## src/rtl/color_identify_seq_if.sv

```systemverilog
// Signal bundle between the identify-mode sequencer and its environment.
// The slave modport is the sequencer's view; master is the driving side.
interface color_identify_seq_if #(
  parameter int unsigned CNT_W = 16
);
  logic             ready;
  logic             sensor_out;
  logic [1:0]       filter_select_identify;
  logic [CNT_W-1:0] r_count;
  logic [CNT_W-1:0] g_count;
  logic [CNT_W-1:0] b_count;
  logic [1:0]       color_id;
  logic             color_valid;

  modport master (
    output ready,
    output sensor_out,
    input  filter_select_identify,
    input  r_count,
    input  g_count,
    input  b_count,
    input  color_id,
    input  color_valid
  );

  modport slave (
    input  ready,
    input  sensor_out,
    output filter_select_identify,
    output r_count,
    output g_count,
    output b_count,
    output color_id,
    output color_valid
  );
endinterface

```

## src/rtl/color_identify_seq.sv

```systemverilog
// Identify-mode sequencer: steps the colour filter R->G->B, counts sensor edges over a fixed
// gate per filter, then publishes the three counts and a dominant-colour decision each frame.
module color_identify_seq #(
  parameter int unsigned GATE_CYCLES   = 100000,
  parameter int unsigned SETTLE_CYCLES = 1000,
  parameter int unsigned CNT_W         = 16,
  parameter int unsigned MIN_COUNT     = 16
) (
  input logic                 clk,
  input logic                 rst_n,
  color_identify_seq_if.slave seq_io
);

  localparam int unsigned TimerMax = (GATE_CYCLES > SETTLE_CYCLES) ? GATE_CYCLES : SETTLE_CYCLES;
  localparam int unsigned TimerW   = (TimerMax > 2) ? $clog2(TimerMax) : 1;

  localparam logic [TimerW-1:0] GateLast   = TimerW'(GATE_CYCLES - 1);
  localparam logic [TimerW-1:0] SettleLast = TimerW'(SETTLE_CYCLES - 1);
  localparam logic [CNT_W-1:0]  CntMax     = '1;
  localparam logic [CNT_W-1:0]  MinCnt     = CNT_W'(MIN_COUNT);

  localparam logic [1:0] FiltRed   = 2'b00;
  localparam logic [1:0] FiltGreen = 2'b11;
  localparam logic [1:0] FiltBlue  = 2'b01;

  typedef enum logic [1:0] {StIdle, StSettle, StGate, StDecide} state_e;
  typedef enum logic [1:0] {ChRed, ChGreen, ChBlue} ch_e;

  state_e            state_q, state_d;
  ch_e               ch_q, ch_d;
  logic [TimerW-1:0] timer_q, timer_d;
  logic [CNT_W-1:0]  edge_cnt_q, edge_cnt_d;
  logic [CNT_W-1:0]  r_sh_q, r_sh_d;
  logic [CNT_W-1:0]  g_sh_q, g_sh_d;
  logic [1:0]        filter_q, filter_d;
  logic [CNT_W-1:0]  r_cnt_q, r_cnt_d;
  logic [CNT_W-1:0]  g_cnt_q, g_cnt_d;
  logic [CNT_W-1:0]  b_cnt_q, b_cnt_d;
  logic [1:0]        color_id_q, color_id_d;
  logic              valid_q, valid_d;

  logic              sync1_q, sync2_q, sync3_q;
  logic              edge_det;
  logic [CNT_W-1:0]  cnt_inc;

  // Winner must beat both others strictly and reach the minimum count.
  function automatic logic [1:0] pick_color(input logic [CNT_W-1:0] r,
                                            input logic [CNT_W-1:0] g,
                                            input logic [CNT_W-1:0] b);
    logic [1:0] id;
    id = 2'd0;
    if (r > g && r > b && r >= MinCnt) begin
      id = 2'd1;
    end else if (g > r && g > b && g >= MinCnt) begin
      id = 2'd2;
    end else if (b > r && b > g && b >= MinCnt) begin
      id = 2'd3;
    end
    return id;
  endfunction

  always_ff @(posedge clk or negedge rst_n) begin
    if (!rst_n) begin
      sync1_q <= 1'b0;
      sync2_q <= 1'b0;
      sync3_q <= 1'b0;
    end else begin
      sync1_q <= seq_io.sensor_out;
      sync2_q <= sync1_q;
      sync3_q <= sync2_q;
    end
  end

  assign edge_det = sync2_q & ~sync3_q;
  assign cnt_inc  = (edge_det && edge_cnt_q != CntMax) ? edge_cnt_q + 1'b1 : edge_cnt_q;

  always_comb begin
    state_d    = state_q;
    ch_d       = ch_q;
    timer_d    = timer_q;
    edge_cnt_d = edge_cnt_q;
    r_sh_d     = r_sh_q;
    g_sh_d     = g_sh_q;
    filter_d   = filter_q;
    r_cnt_d    = r_cnt_q;
    g_cnt_d    = g_cnt_q;
    b_cnt_d    = b_cnt_q;
    color_id_d = color_id_q;
    valid_d    = 1'b0;

    // Losing ready abandons the frame; published results are left untouched.
    if (state_q != StIdle && !seq_io.ready) begin
      state_d    = StIdle;
      ch_d       = ChRed;
      timer_d    = '0;
      edge_cnt_d = '0;
      r_sh_d     = '0;
      g_sh_d     = '0;
      filter_d   = FiltRed;
    end else begin
      unique case (state_q)
        StIdle: begin
          filter_d = FiltRed;
          if (seq_io.ready) begin
            state_d    = StSettle;
            ch_d       = ChRed;
            timer_d    = '0;
            edge_cnt_d = '0;
          end
        end
        StSettle: begin
          if (timer_q == SettleLast) begin
            state_d = StGate;
            timer_d = '0;
          end else begin
            timer_d = timer_q + 1'b1;
          end
        end
        StGate: begin
          edge_cnt_d = cnt_inc;
          if (timer_q == GateLast) begin
            timer_d    = '0;
            edge_cnt_d = '0;
            case (ch_q)
              ChRed: begin
                r_sh_d   = cnt_inc;
                ch_d     = ChGreen;
                filter_d = FiltGreen;
                state_d  = StSettle;
              end
              ChGreen: begin
                g_sh_d   = cnt_inc;
                ch_d     = ChBlue;
                filter_d = FiltBlue;
                state_d  = StSettle;
              end
              default: begin
                // Blue count goes straight to the outputs so all three publish in DECIDE.
                state_d    = StDecide;
                r_cnt_d    = r_sh_q;
                g_cnt_d    = g_sh_q;
                b_cnt_d    = cnt_inc;
                color_id_d = pick_color(r_sh_q, g_sh_q, cnt_inc);
                valid_d    = 1'b1;
              end
            endcase
          end else begin
            timer_d = timer_q + 1'b1;
          end
        end
        StDecide: begin
          state_d  = StSettle;
          ch_d     = ChRed;
          timer_d  = '0;
          filter_d = FiltRed;
        end
      endcase
    end
  end

  always_ff @(posedge clk or negedge rst_n) begin
    if (!rst_n) begin
      state_q    <= StIdle;
      ch_q       <= ChRed;
      timer_q    <= '0;
      edge_cnt_q <= '0;
      r_sh_q     <= '0;
      g_sh_q     <= '0;
      filter_q   <= FiltRed;
      r_cnt_q    <= '0;
      g_cnt_q    <= '0;
      b_cnt_q    <= '0;
      color_id_q <= 2'd0;
      valid_q    <= 1'b0;
    end else begin
      state_q    <= state_d;
      ch_q       <= ch_d;
      timer_q    <= timer_d;
      edge_cnt_q <= edge_cnt_d;
      r_sh_q     <= r_sh_d;
      g_sh_q     <= g_sh_d;
      filter_q   <= filter_d;
      r_cnt_q    <= r_cnt_d;
      g_cnt_q    <= g_cnt_d;
      b_cnt_q    <= b_cnt_d;
      color_id_q <= color_id_d;
      valid_q    <= valid_d;
    end
  end

  assign seq_io.filter_select_identify = filter_q;
  assign seq_io.r_count                = r_cnt_q;
  assign seq_io.g_count                = g_cnt_q;
  assign seq_io.b_count                = b_cnt_q;
  assign seq_io.color_id               = color_id_q;
  assign seq_io.color_valid            = valid_q;

endmodule
```

## src/flat_wrapper.sv

```systemverilog
// flat-port wrapper written by rule: the top's interface ports become plain ports
module color_identify_seq_flat 
#(
  parameter int unsigned GATE_CYCLES   = 100000,
  parameter int unsigned SETTLE_CYCLES = 1000,
  parameter int unsigned CNT_W         = 16,
  parameter int unsigned MIN_COUNT     = 16
)
  (clk, rst_n, seq_io_ready, seq_io_sensor_out, seq_io_filter_select_identify, seq_io_r_count, seq_io_g_count, seq_io_b_count, seq_io_color_id, seq_io_color_valid);
  color_identify_seq_if #(.CNT_W(CNT_W)) seq_io_i ();
  input logic clk;
  input logic rst_n;
  input wire logic [$bits(seq_io_i.ready)-1:0] seq_io_ready;
  input wire logic [$bits(seq_io_i.sensor_out)-1:0] seq_io_sensor_out;
  output wire logic [$bits(seq_io_i.filter_select_identify)-1:0] seq_io_filter_select_identify;
  output wire logic [$bits(seq_io_i.r_count)-1:0] seq_io_r_count;
  output wire logic [$bits(seq_io_i.g_count)-1:0] seq_io_g_count;
  output wire logic [$bits(seq_io_i.b_count)-1:0] seq_io_b_count;
  output wire logic [$bits(seq_io_i.color_id)-1:0] seq_io_color_id;
  output wire logic [$bits(seq_io_i.color_valid)-1:0] seq_io_color_valid;
  assign seq_io_i.ready = seq_io_ready;
  assign seq_io_i.sensor_out = seq_io_sensor_out;
  assign seq_io_filter_select_identify = seq_io_i.filter_select_identify;
  assign seq_io_r_count = seq_io_i.r_count;
  assign seq_io_g_count = seq_io_i.g_count;
  assign seq_io_b_count = seq_io_i.b_count;
  assign seq_io_color_id = seq_io_i.color_id;
  assign seq_io_color_valid = seq_io_i.color_valid;
  color_identify_seq #(.GATE_CYCLES(GATE_CYCLES), .SETTLE_CYCLES(SETTLE_CYCLES), .CNT_W(CNT_W), .MIN_COUNT(MIN_COUNT)) u_core (.clk(clk), .rst_n(rst_n), .seq_io(seq_io_i));
endmodule
```

## config.mk

```make
export PLATFORM = sky130hd
export DESIGN_NAME = color_identify_seq_flat
export DESIGN_NICKNAME = d
export VERILOG_FILES = /design/src/rtl/color_identify_seq_if.sv /design/src/rtl/color_identify_seq.sv /design/src/flat_wrapper.sv
export SDC_FILE = /design/constraint.sdc
export NUM_CORES = 1
export LEC_CHECK = 0
export ABC_AREA = 0
export BUFFER_PORTS_ARGS = -buffer_cell sky130_fd_sc_hd__buf_2
export CAP_MARGIN = 20
export CELL_PAD_IN_SITES_DETAIL_PLACEMENT = 0
export CELL_PAD_IN_SITES_GLOBAL_PLACEMENT = 1
export CORE_ASPECT_RATIO = 1.25
export CORE_UTILIZATION = 25
export CTS_BUF_LIST = sky130_fd_sc_hd__clkbuf_8
export CTS_CLUSTER_SIZE = 24
export DETAILED_ROUTE_END_ITERATION = 7
export PLACE_DENSITY_LB_ADDON = 0.1
export REMOVE_ABC_BUFFERS = 1
export SYNTH_ARGS = -nofsm -noshare
export SYNTH_HDL_FRONTEND = slang
export SYNTH_SLANG_ARGS = --single-unit
```

## constraint.sdc

```tcl
create_clock -name clk -period 5.61 [get_ports clk]
set_input_delay 0.2805 -clock clk [delete_from_list [all_inputs] [get_ports clk]]
set_output_delay 0.2805 -clock clk [all_outputs]
set_load 0.02 [all_outputs]
```

=== Yosys cells after proc, flatten, opt, wreduce, memory -nomap -nowiden ===
Index checks and enable logic that the tools add are counted.

* Flip-flop bits (word level): 125
* Word-level logic and storage cells: 109

* Bitwise operators: 4
* Reductions and logical operators: 28
* $add $sub $neg: 2
* Multiplexer cells: 40
* $lt $le $gt $ge: 9
* Equality and inequality tests: 11

{| class="wikitable"
|+ Operators with widths
! cell !! count
|-
| $mux W16 || 12
|-
| $gt A16 B16 Y1 || 6
|-
| $mux W17 || 4
|-
| $pmux W17 S4 || 1
|-
| $ge A16 B5 Y1 const B || 3
|-
| $pmux W16 S2 || 1
|-
| $mux W2 || 13
|-
| $add A17 B1 Y17 const B || 1
|-
| $eq A17 B10 Y1 const B || 1
|-
| $eq A17 B17 Y1 const B || 1
|-
| $add A16 B1 Y16 const B || 1
|-
| $ne A16 B16 Y1 const B || 1
|-
| $pmux W2 S2 || 3
|-
| $reduce_and A3 Y1 || 4
|-
| $reduce_bool A2 Y1 || 5
|-
| $logic_and A1 B1 Y1 || 8
|-
| $pmux W2 S4 || 1
|-
| $reduce_and A4 Y1 || 2
|-
| $ne A3 B1 Y1 const B || 2
|-
| $pmux W2 S3 || 1
|-
| $reduce_bool A3 Y1 || 2
|-
| $eq A2 B1 Y1 const B || 2
|-
| $eq A2 B2 Y1 const B || 2
|-
| $logic_not A2 Y1 || 2
|-
| 9 further kinds || 15
|}

=== Depth between registers and ports, before layout ===
* Depth in word-level cells: 10
* Depth in mapped cells: 15
* Gate-level depth less buffers: 15

=== Least setup slack after synthesis ===
Ideal clock, no wire load.

* Path kind: register -> register
* Start point: register u_core.edge_cnt_q[6]
* End point: register u_core.color_id_q[1], in the netlist u_core.seq_io.color_id[1]
* Setup slack: 2460 ps
* Setup time: 122 ps
* Stages on the path, launching flop included: 16
* Required time: 5488 ps
* Arrival time: 3028 ps
* Path through: dfrtp_1 -> buf_6 -> nand3_2 -> nor4_4 -> o31a_2 -> nand3_1 -> xor2_1 -> inv_1 -> ha_1 -> nand4_1 -> or4_1 -> nor2_1 -> a211oi_1 -> and3_1 -> o21ai_1 -> nand2_1

* Longest elaborated chain between the ends: 9
* Elaborated cells between the ends (all ways): 18

{| class="wikitable"
|+ Ends and longest elaborated chain
! item !! RTL line !! source
|-
| from (decl) || color_identify_seq.sv:32 || <nowiki>logic [CNT_W-1:0] edge_cnt_q, edge_cnt_d;</nowiki>
|-
| from (signal assigned) || color_identify_seq.sv:179 || <nowiki>edge_cnt_q <= edge_cnt_d;</nowiki>
|-
| branches (longest 2 deep; another with $add A16 B1 Y16) || n/a ||
|-
| $mux W16 (*) || color_identify_seq.sv:75 || <nowiki>assign cnt_inc = (edge_det && edge_cnt_q != CntMax) ? edge_cnt_q + 1'b1 : edge_cnt_q;</nowiki>
|-
| named net u_core.cnt_inc[13] || color_identify_seq.sv:44 || <nowiki>logic [CNT_W-1:0] cnt_inc;</nowiki>
|-
| $gt A16 B16 Y1 || color_identify_seq.sv:56 || <nowiki>end else if (b > r && b > g && b >= MinCnt) begin</nowiki>
|-
| $logic_and A1 B1 Y1 (2 in series) || color_identify_seq.sv:56 ||
|-
| $mux W2 || color_identify_seq.sv:56 ||
|-
| $mux W2 || color_identify_seq.sv:54 || <nowiki>end else if (g > r && g > b && g >= MinCnt) begin</nowiki>
|-
| $mux W2 (*) || color_identify_seq.sv:52 || <nowiki>if (r > g && r > b && r >= MinCnt) begin</nowiki>
|-
| to (signal assigned) || color_identify_seq.sv:186 || <nowiki>color_id_q <= color_id_d;</nowiki>
|-
| to (decl) || color_identify_seq.sv:39 || <nowiki>logic [1:0] color_id_q, color_id_d;</nowiki>
|}

Mark *: on every way through the listed nets, which the timed path passes.
A chain may end at the register's enable or synchronous reset.

=== Final worst setup path ===
Same ends and word-level chain as after synthesis.

==> flow_metrics.env <==
export IMPL_status="completed"
export IMPL_ir_worst_vdd_mv=0.133
export IMPL_cts_clk_slew_worst_paths_ps=80
export IMPL_max_stage_delay_ps=570
export IMPL_endpoint_kind="flip-flop"
export IMPL_drt_pass1_iterations=4
export IMPL_drc=0
export IMPL_maxCapViolCount=0
export IMPL_coreArea_sq_mm=0.0270
export IMPL_post_cts_buffers=0
export IMPL_power_total_mw=2.38
export IMPL_arrival_ps=4260
export IMPL_cts_tree="yes"
export IMPL_cts_root_buffer="clkbuf_8"
export IMPL_clock_latency_ps=470
export IMPL_dieArea_sq_mm=0.0284
export IMPL_wl_mm=20.2
export IMPL_synthCells=738
export IMPL_crit_fanout=9
export IMPL_num_rows=67
export IMPL_fin_crit_ps=3910
export IMPL_gr_usage_all_layers_pct=15.5
export IMPL_io_pins=57
export IMPL_finalSetupViolCount=0
export IMPL_num_vias=5440
export IMPL_diodes=0
export IMPL_fin_nets=852
export IMPL_layout_common_cells="dfrtp_1, nand2_1, o21ai_0, buf_2"
export IMPL_hold_viol_final=0
export IMPL_worst_setup_path_start_kind="flip-flop"
export IMPL_io_buffers=56
export IMPL_slew_violations=0
export IMPL_tightest_slew_ps=1020
export IMPL_period_share_pct=69.7
export IMPL_p_leak_nw=3.85
export IMPL_synth_ff_type="dfrtp_1"
export IMPL_fill_cells=2887
export IMPL_power_density_mw_per_mm2=296
export IMPL_first_iter_violations=254
export IMPL_grt_max_degree=67
export IMPL_worstPathRequired_ps=5960
export IMPL_fin_tns_setup_ps=0
export IMPL_dpl_hpwl_mm=15.3
export IMPL_synth_area_sq_mm=0.00692
export IMPL_synth_seq_area_share_pct=45.2
export IMPL_syn_avg_cell_area_sq_um=9.38
export IMPL_die_h_um=188
export IMPL_start_util_pct=25.7
export IMPL_max_freq_ghz=0.256
export IMPL_syn2layout_area_growth_pct=16.4
export IMPL_grt_pass1_vias=5743
export IMPL_grt_first_pass_wirelength_mm=32.6
export IMPL_yosys_warnings=0
export IMPL_setup_worst_path_class="reg2reg"
export IMPL_clk_path_buf_depth=2
export IMPL_cpMaxStageDelayCell="or4_1"
export IMPL_synth_edf_count=0
export IMPL_cts_made_buffers=17
export IMPL_hold_class="in2reg"
export IMPL_via_per_inst=4.72
export IMPL_crit_chain="nand3_2 > nor4_4 > o31a_2 > nand3_1 > xor2_1 > inv_1 > ha_1 > nand4_1 > or4_1 > nor2_1 > a211oi_1 > and3_1 > o21ai_1 > nand2_1"
export IMPL_clock_skew_final_ps=20.4
export IMPL_synth_cell_type_count=57
export IMPL_relSlewSlack_pct=31.8
export IMPL_synth_seq_cells=125
export IMPL_antenna_found_initial=0
export IMPL_drtAntennaViolNets=0
export IMPL_layout_drive_gt1_share_pct=16.6
export IMPL_die_w_um=151
export IMPL_rsz0062_at_grt="no"
export IMPL_wl_per_cell_um=17.6
export IMPL_final_common_cell="dfrtp_1"
export IMPL_htreeDepth=4
export IMPL_gp_congestion=0.946
export IMPL_async_reset_ff_share_pct=100
export IMPL_clock_sinks=125
export IMPL_overflow=0
layout make-up:
class	count	area, sq um	share of cell area, %
Clock buffer	18	248	3.08
Timing Repair Buffer	65	359	4.46
Inverter	53	199	2.47
Tap cell	345	432	5.36
Clock inverter	14	239	2.97
Sequential cell	125	3130	38.8
Multi-Input combinational cell	532	3450	42.8
Yosys cell counts (4+ instances only):
master | number | area (sq um)
mux2i_1 | 4 | 40.0
nand4_1 | 16 | 100
ha_1 | 54 | 676
a211oi_1 | 6 | 45.0
dfrtp_1 | 125 | 3130
nor4_1 | 11 | 68.8
o31ai_1 | 4 | 30.0
nor2_1 | 54 | 203
mux2_2 | 24 | 270
inv_1 | 53 | 199
nand3_1 | 26 | 130
and3_1 | 11 | 68.8
nor2b_1 | 10 | 62.6
a21o_1 | 4 | 30.0
nand2b_1 | 4 | 25.0
clkbuf_1 | 19 | 71.3
a21oi_1 | 27 | 135
o21ai_0 | 92 | 460
xnor2_1 | 11 | 96.3
nor3_1 | 10 | 50.1
buf_2 | 4 | 20.0
nand2_1 | 97 | 364
nand4b_1 | 4 | 35.0
o211ai_1 | 4 | 30.0
and4_1 | 4 | 35.0
xor2_1 | 13 | 114
worst max-delay path: cells and delay by family (launching register included):
kind / cells / cell delay [ps]
simple gates: 8 / 1990
buf+inv: 1 / 110
fa+ha+maj: 1 / 350
xor+xnor: 1 / 340
flops: 1 / 540
compound gates: 3 / 450
kinds of logic (layout without fill, tap and decap cells):
group / count (synthesis) / count (layout) / synth area share [%]
AND/OR/NAND/NOR: 268 / 268 / 19.4
AO/OA/AOI/OAI: 156 / 156 / 12.7
flip-flops: 125 / 125 / 45.2
buffers and inverters: 81 / 150 / 5.01
adder cells (fa/ha/maj): 54 / 54 / 9.76
multiplexers: 28 / 28 / 4.48
XOR/XNOR: 26 / 26 / 3.51
where the power goes:
part	switching (mW)	internal, mW
Combinational	0.296	0.144
Sequential	0.0287	0.928
Clock	0.399	0.586
Total	0.723	1.66
final timing paths:
path | start | endpoint | slack [ps] | depth (start not counted)
max | u_core.edge_cnt_q[6] | u_core.seq_io.color_id[1] | 1700 | 14
min | seq_io_ready | u_core.edge_cnt_q[10] | 220 | 3
max reg2reg | u_core.edge_cnt_q[6] | u_core.seq_io.color_id[1] | 1700 | 14
min reg2reg | u_core.sync1_q | u_core.sync2_q | 350 | 0
max in group asynchronous | rst_n | u_core.seq_io.g_count[1] | 3910 | 3
min in group asynchronous | rst_n | u_core.seq_io.g_count[12] | 390 | 2
metal layers:
layer	up-vias	global-route usage, %	wire (um)
li1	2696	-	-
met1	2638	18.2	8840
met2	79	27.4	10500
met3	27	2.46	417
met4	0	6.42	486
met5	-	0	0
what timing repair did:
item	in CTS	in global routing
endpoints found under the hold margin	66	0
hold buffers	2	0
gates resized for setup	0	0
endpoints found under the setup margin	0	0
flip-flops by register name, summed over array words and instances, names as in the netlist:
register / count
u_core.ch_q: 2
u_core.edge_cnt_q: 16
u_core.g_sh_q: 16
u_core.r_sh_q: 16
u_core.seq_io.b_count: 16
u_core.seq_io.color_id: 2
u_core.seq_io.color_valid: 1
u_core.seq_io.filter_select_identify: 2
u_core.seq_io.g_count: 16
u_core.seq_io.r_count: 16
u_core.state_q: 2
u_core.sync1_q: 1
u_core.sync2_q: 1
u_core.sync3_q: 1
u_core.timer_q: 17
metrics by stage:
step                area, sq um  setup slack [ps]  hold WS (ps)  util [%]  cells
floorplan                  6780              2340         -15.1         -    710
global placement           7550              1790           340      28.0   1118
detailed placement         7550              1730           345      28.0   1118
CTS                        8060              1710           188      29.8   1152
global route               8060              1430           239      29.8   1152
finish                     8060              1700           225      29.8   1152
Power figures use the tool's default switching activity.
